===== config.mk =====
export PLATFORM = sky130hd
export DESIGN_NAME = elastic_pipe_stage
export DESIGN_NICKNAME = d
export VERILOG_FILES = /design/src/rtl/elastic_pipe_stage.sv
export SDC_FILE = /design/constraint.sdc
export NUM_CORES = 1
export LEC_CHECK = 0
export CORE_MARGIN = 2
export CORE_UTILIZATION = 35
export CTS_CLUSTER_DIAMETER = 150
export DETAILED_ROUTE_END_ITERATION = 8
export PLACE_DENSITY = 0.57
export SYNTH_ARGS = -nofsm -noshare
export SYNTH_HDL_FRONTEND = slang
export SYNTH_SLANG_ARGS = --single-unit

===== constraint.sdc =====
create_clock -name aclk -period 11.5 [get_ports aclk]
set_input_delay 1.725 -clock aclk [delete_from_list [all_inputs] [get_ports aclk]]
set_output_delay 1.725 -clock aclk [all_outputs]
set_load 0.01 [all_outputs]

===== src/rtl/elastic_pipe_stage.sv =====
`default_nettype none
// ============================================================================
// Module      : elastic_pipe_stage
// Description : DEPTH-entry in-order elastic buffer between two CPU pipeline
//               stages with valid/allow interlock, ready_go stall and flush.
// Revision    : 1.0 - initial release
// ============================================================================
module elastic_pipe_stage #(
  parameter int                DATA_W    = 64,
  parameter int                CSR_W     = 32,
  parameter int                DEPTH     = 2,
  parameter logic [DATA_W-1:0] RESET_VAL = '0,
  parameter logic [DATA_W-1:0] NOP_VAL   = '0,
  parameter bit                HOLD_OUT  = 1'b0,
  localparam int               c_CNT_W   = $clog2(DEPTH + 1)
) (
  input  logic               aclk,
  input  logic               aresetn,
  input  logic               valid_in,
  input  logic [DATA_W-1:0]  data_in,
  input  logic               exc_in,
  input  logic [CSR_W-1:0]   csr_in,
  output logic               allow_out,
  input  logic               ready_go,
  output logic               valid_out,
  output logic [DATA_W-1:0]  data_out,
  output logic               exc_out,
  output logic [CSR_W-1:0]   csr_out,
  input  logic               allow_in,
  input  logic               flush,
  output logic [c_CNT_W-1:0] count
);

  localparam int                 c_PTR_W = (DEPTH > 1) ? $clog2(DEPTH) : 1;
  localparam logic [c_PTR_W-1:0] c_LAST  = c_PTR_W'(DEPTH - 1);
  localparam logic [c_CNT_W-1:0] c_FULL  = c_CNT_W'(DEPTH);

  logic [DATA_W-1:0]  r_data [DEPTH];
  logic [CSR_W-1:0]   r_csr  [DEPTH];
  logic               r_exc  [DEPTH];
  logic [c_PTR_W-1:0] r_rd_ptr;
  logic [c_PTR_W-1:0] r_wr_ptr;
  logic [c_CNT_W-1:0] r_count;

  logic w_empty;
  logic w_deq;
  logic w_enq;

  assign w_empty   = (r_count == '0);
  assign valid_out = ~w_empty & ready_go;
  assign w_deq     = valid_out & allow_in;
  assign allow_out = (r_count < c_FULL) | w_deq;
  assign w_enq     = valid_in & allow_out & ~flush & aresetn;
  assign count     = r_count;

  // Head storage stays visible while stalled; empty stage shows a bubble.
  assign data_out = (~w_empty || HOLD_OUT) ? r_data[r_rd_ptr] : NOP_VAL;
  assign exc_out  = ~w_empty & r_exc[r_rd_ptr];
  assign csr_out  = w_empty ? '0 : r_csr[r_rd_ptr];

  always_ff @(posedge aclk) begin
    for (int i = 0; i < DEPTH; i++) begin
      if (!aresetn || (flush && i == 0)) begin
        r_data[i] <= RESET_VAL;
        r_csr[i]  <= '0;
        r_exc[i]  <= 1'b0;
      end else if (w_enq && r_wr_ptr == c_PTR_W'(i)) begin
        // An excepting item keeps its message but not its payload.
        r_data[i] <= exc_in ? RESET_VAL : data_in;
        r_csr[i]  <= csr_in;
        r_exc[i]  <= exc_in;
      end
    end
  end

  always_ff @(posedge aclk) begin
    if (!aresetn || flush) begin
      r_rd_ptr <= '0;
      r_wr_ptr <= '0;
      r_count  <= '0;
    end else begin
      if (w_deq) begin
        r_rd_ptr <= (r_rd_ptr == c_LAST) ? '0 : r_rd_ptr + c_PTR_W'(1);
      end
      if (w_enq) begin
        r_wr_ptr <= (r_wr_ptr == c_LAST) ? '0 : r_wr_ptr + c_PTR_W'(1);
      end
      if (w_enq && !w_deq) begin
        r_count <= r_count + c_CNT_W'(1);
      end else if (w_deq && !w_enq) begin
        r_count <= r_count - c_CNT_W'(1);
      end
    end
  end

endmodule
`default_nettype wire

Word level (Yosys, flattened, before mapping):

Memory sizes are Yosys's and may differ from the RTL's. A register that Yosys moved wholly into a read port is not among the register bits.
Cells that the tools add are included.

* memories: 3
* RAM bits: 194
* word-level logic and storage cells: 65
* output and inout port bits: 101
* input port bits: 103
* flip-flop bits (word level): 4

* muxes and demuxes: 28
* reduce and logical (&&, ||, !) cells: 10
* bitwise gates (word level): 16
* add/subtract/negate cells: 4
* magnitude comparators: 1

Memory list
* r_data: words 2, bits a word 64, rd ports 1, clocked after memory_dff 1, wr ports 2, RTL line 38 `logic [DATA_W-1:0] r_data [DEPTH];`
* r_csr: words 2, bits a word 32, rd ports 1, clocked after memory_dff 1, wr ports 2, RTL line 39 `logic [CSR_W-1:0] r_csr [DEPTH];`
* r_exc: words 2, bits a word 1, rd ports 1, clocked after memory_dff 1, wr ports 2, RTL line 40 `logic r_exc [DEPTH];`

Operator list (count)
* 2-to-1 mux 64 bit: 4
* 2-to-1 mux 32 bit: 3
* 2-to-1 mux 1 bit: 19
* OR 1 bit: 7
* bitwise AND 1 bit: 6
* logical AND 1 bit: 4
* 2-to-1 mux 2 bit: 2
* zero test 1 bit: 3
* NOT 1 bit: 3
* adder 1 bit, second input constant: 2
* adder 2 x 1 -> 2 bit, second input constant: 1
* zero test 2 bit: 1
* less-than comparator 2 bit, second input constant: 1
* nonzero test 2 bit: 1
* subtractor 2 x 1 -> 2 bit, second input constant: 1
* logical OR 1 bit: 1

Longest topological paths before layout:

* depth after elaboration: 13
* depth in mapped cells: 9
* mapped depth without buffers: 7

Least setup slack after synthesis:

OpenSTA, ideal clock, no wires.

* path kind: input to register
* from: input allow_in
* to: memory r_csr[0][0] (enable)
* stages on the path: 4
* arrival: 8.789 ns
* data required time: 10.813 ns
* library setup time: 0.687 ns
* buffers on the path: 0
* slack: 2.025 ns
* cell sequence: a21boi_2 inv_2 nand2_1 o21ai_0

RTL lines
* start: declaration: RTL line 29 `input logic allow_in,`
* end: declaration: RTL line 39

Worst setup path after layout:

* from: input ready_go
* to: output allow_out

* longest elaborated chain between the ends: 3

RTL lines
* start: declaration: RTL line 24 `input logic ready_go,`
* bitwise AND 1 bit: RTL line 50 `assign valid_out = ~w_empty & ready_go;`
* bitwise AND 1 bit: RTL line 51 `assign w_deq = valid_out & allow_in;`
* OR 1 bit: RTL line 52 `assign allow_out = (r_count < c_FULL) | w_deq;`
* end: declaration: RTL line 23 `output logic allow_out,`

Every way passes these cells.

==> results.txt <==
----------------------------------------------------
[Floorplan]
  Starting utilization of the core area ... ~36%
  Die W ... 164 um
  Die Y-Extent ... 164 um
  Number of rows in the core area ... 58
  Top-Level Pins ... slightly above 200
  Die area ... roughly 27000 sq um
  Core outline area ... 25100 sq um

[Worst hold path]
  Worst hold path endpoint ... r_exc[1]
  Number of cells traversed by the worst hold path ... 2
  Worst hold path class ... reg -> reg
  Worst Min Path Start ... r_exc[1]

[Route]
  First-pass DRT Iterations ... 4
  DR iter-0 viols ... 329
  Post-route ant nets ... 0
  Residual DRC ... 0
  Via density per instance ... 4.81
  Wirelength, routed ... ~21000 um
  DR vias ... 5742
  Average wire per cell in the routed design ... between 15 and 20 um

[Critical path]
  R2R depth ... 6
  Category of the critical setup timing path ... in -> out
  Worst Path Arrival ... approximately 3.2 ns
  Critical register-to-register path endpoint ... r_data[0][51]
  Largest fanout of any net on the critical path ... 3
  Cell Chain, Critical Path ... clkdlybuf4s50_1, a21boi_2, inv_2, clkdlybuf4s50_1
  Critical-path top delay cell ... clkdlybuf4s50_1
  Largest stage delay on the critical path ... 0.53 ns
  R2r setup slk ... around 8.7 ns
  Worst flop-to-flop path startpoint ... count[1]
  Crit path required time ... 9.78 ns
  Type of element capturing the critical path ... primary output
  Startpoint class of the critical path ... input pin
  Top cell by count, worst path ... clkdlybuf4s50_1
  Critical Path Start ... ready_go

[CTS]
  Clock slew at the register clock pins of the worst setup and hold paths ... approximately 0.07 ns
  Number of buffers on the longest clock path ... 2
  Number of post-CTS setup repair buffers ... 0
  H-Tree Depth ... 4
  Number of buffers created by CTS ... 17
  Post-CTS Resized ... 0
  Clock sink total ... 199
  Clock latency of the later-clocked register in the worst-skew pair ... between 0.4 and 0.5 ns
  Clock root cell ... clkbuf_16
  Number of buffers added to fix hold violations after cts ... 0
  CTS tree ... yes

[Placed design]
  Instance area after placement ... between 10000 and 15000 sq um
  Weighted congestion reported at the end of routability-driven placement ... roughly 0.68
  Port Buffer Count ... 203
  HPWL after detailed placement ... 12400 um

[Timing]
  Post-Route Skew ... roughly 0.012 ns
  Achievable Freq ... around 200 MHz
  Number of endpoints with negative hold slack in the final report ... 0
  Setup tns final ... 0 ns
  Actual transition at the worst max-transition pin ... about 1.0 ns
  RSZ-0062 raised after global routing ... false
  Period utilisation layout ... between 40% and 50%
  Final max-slew violation count ... 0
  Time the worst path needs with I/O delays and setup ... between 4 and 5 ns
  Max-Slew Margin vs Limit ... between 30% and 40%
  Number of setup violations in the final report ... 0

[Synthesis]
  Number of enable-type register cells in the synthesized netlist ... slightly below 200
  Dominant synthesized flop cell ... edfxtp_1
  Mean area per synthesized cell ... 13.3 sq um
  Most repeated cell in the gate-level netlist after synthesis ... edfxtp_1
  Biggest area consumer among synthesized cells ... edfxtp_1
  Most area-consuming cells after synthesis ... edfxtp_1 (65%), mux2i_1 (11%), and3_1 (9.1%)
  Share of synthesized flip-flops with an asynchronous set or reset ... 0%
  Library cells used by synthesis ... 27
  Synth warnings ... 0
  Post-synthesis register bit count ... ~200
  Synthesized netlist cell count ... 672
  Area share of the largest cell type after synthesis ... between 60% and 70%
  Mapped Nets ... 776
  Top cell types by occurrence after synthesis ... edfxtp_1 (193), and3_1 (129), nor2_1 (102), mux2i_1 (99), and2_1 (64)
  Mapped cell area ... 8910 sq um
  Sequential-to-total area share from yosys stat ... 66.4%

[Layout]
  Combined area of the multi-input logic cells ... 2800 sq um
  Final core utilization ... between 40% and 50%
  Layout Area Growth over Synthesis ... 32.6%
  Filler cell count in the final layout ... approximately 2.3k
  Register cell area after layout ... just under 6000 sq um
  Post-route cell area ... between 10000 and 15000 sq um
  Nets@finish ... around 960
  Fraction of layout instances using a drive strength above 1 ... between 6 and 7%
  Number of antenna diodes ... 0

[Power and ir drop]
  Leakage ... about 4.5 nW
  Maximum ir drop on the vdd rail ... between 0.06 and 0.07 mV
  Power density cells ... 130 nW/um^2

[Global routing]
  Congestion Overflow GR ... 0
  Total routing resource utilization after global routing ... 15.7%
  First-pass GRT wire length ... between 30000 and 40000 um
  Pin count of the biggest net entering global routing ... approximately 130
  Antenna violations before repair ... 0
  Vias in the first global route ... ~5.8k

[Flow run]
  Number of max-cap violations ... 0

[Status]
  Outcome ... complete, no violations

----------------------------------------------------
[power by group]
group          internal, W  switching, W
Sequential        0.000828    0.00000936
Combinational    0.0000566     0.0000610
Clock             0.000289      0.000290
Total              0.00117      0.000361
[worst max-delay path by stage]
stage / to / slack, ns / cells after the start
final: allow_out / 6.59 / 4
after floorplan: r_csr[0][0] / 2.02 / 4
after CTS: data_out[62] / 6.52 / 4
after global placement: allow_out / 6.61 / 4
after global routing: data_out[23] / 6.38 / 4
after detailed placement: allow_out / 6.60 / 4
[registers in the layout (all words and copies together) (netlist names), named ones only]
register / flops
r_data: 128
r_csr: 64
count: 2
r_exc: 2
r_rd_ptr: 1
r_wr_ptr: 1
[per-stage QoR]
step,total power [W],cells,hold slack [ns],worst slack (ns)
2_1_floorplan,0.000910,672,0.441,2.02
3_3_place_gp,0.000971,1162,0.463,6.61
3_5_place_dp,0.000973,1162,0.467,6.60
4_1_cts,0.00155,1194,0.477,6.52
5_1_grt,0.00159,1194,0.503,6.38
6_report,0.00153,1194,0.475,6.59
[cells by family after synthesis]
family | Yosys count | share of synthesized area [%]
buffers and inverters | 56 | 2.89
multiplexers | 99 | 11.1
XOR/XNOR | 3 | 0.295
adder cells (fa/ha/maj) | 1 | 0.140
AO/OA/AOI/OAI | 6 | 0.435
AND/OR/NAND/NOR | 308 | 18.8
flip-flops | 199 | 66.4
[cell usage in the layout, fill, tap and decap left out, types with 2 or more instances in the layout]
cell type,n
clkdlybuf4s50_1,203
buf_4,11
clkinv_2,2
nand2_1,4
o21ai_4,2
clkinv_8,2
edfxtp_1,193
and3_1,128
clkbuf_16,17
nor2b_1,2
nor2_4,2
dfxtp_1,5
mux2i_1,99
inv_8,2
nor2_1,100
and2_1,64
xor2_1,3
inv_6,7
[worst max-delay path: cells and delay by family]
family	cells	cell delay, ns
buffers and inverters	3	1.07
AOI/OAI and AO/OA	1	0.38
[final cells by class]
cell class                      count  share of cell area, %
Timing Repair Buffer              214                   17.9
Sequential cell                   199                   50.1
Multi-Input combinational cell    417                   23.7
Inverter                            2                 0.0635
Clock buffer                       18                   3.63
Clock inverter                     14                   1.14
Tap cell                          330                   3.49
[layer usage]
layer | share of wire, % | GRT usage [%] | vias to the layer above
met1 | 45 | 20.5 | 2774
li1 | - | - | 2780
met4 | 1.4 | 4.98 | 0
met3 | 5.8 | 3.96 | 21
met2 | 48 | 25.5 | 167
met5 | 0 | 0 | -
Note: power is estimated with default switching activity, not from simulation.
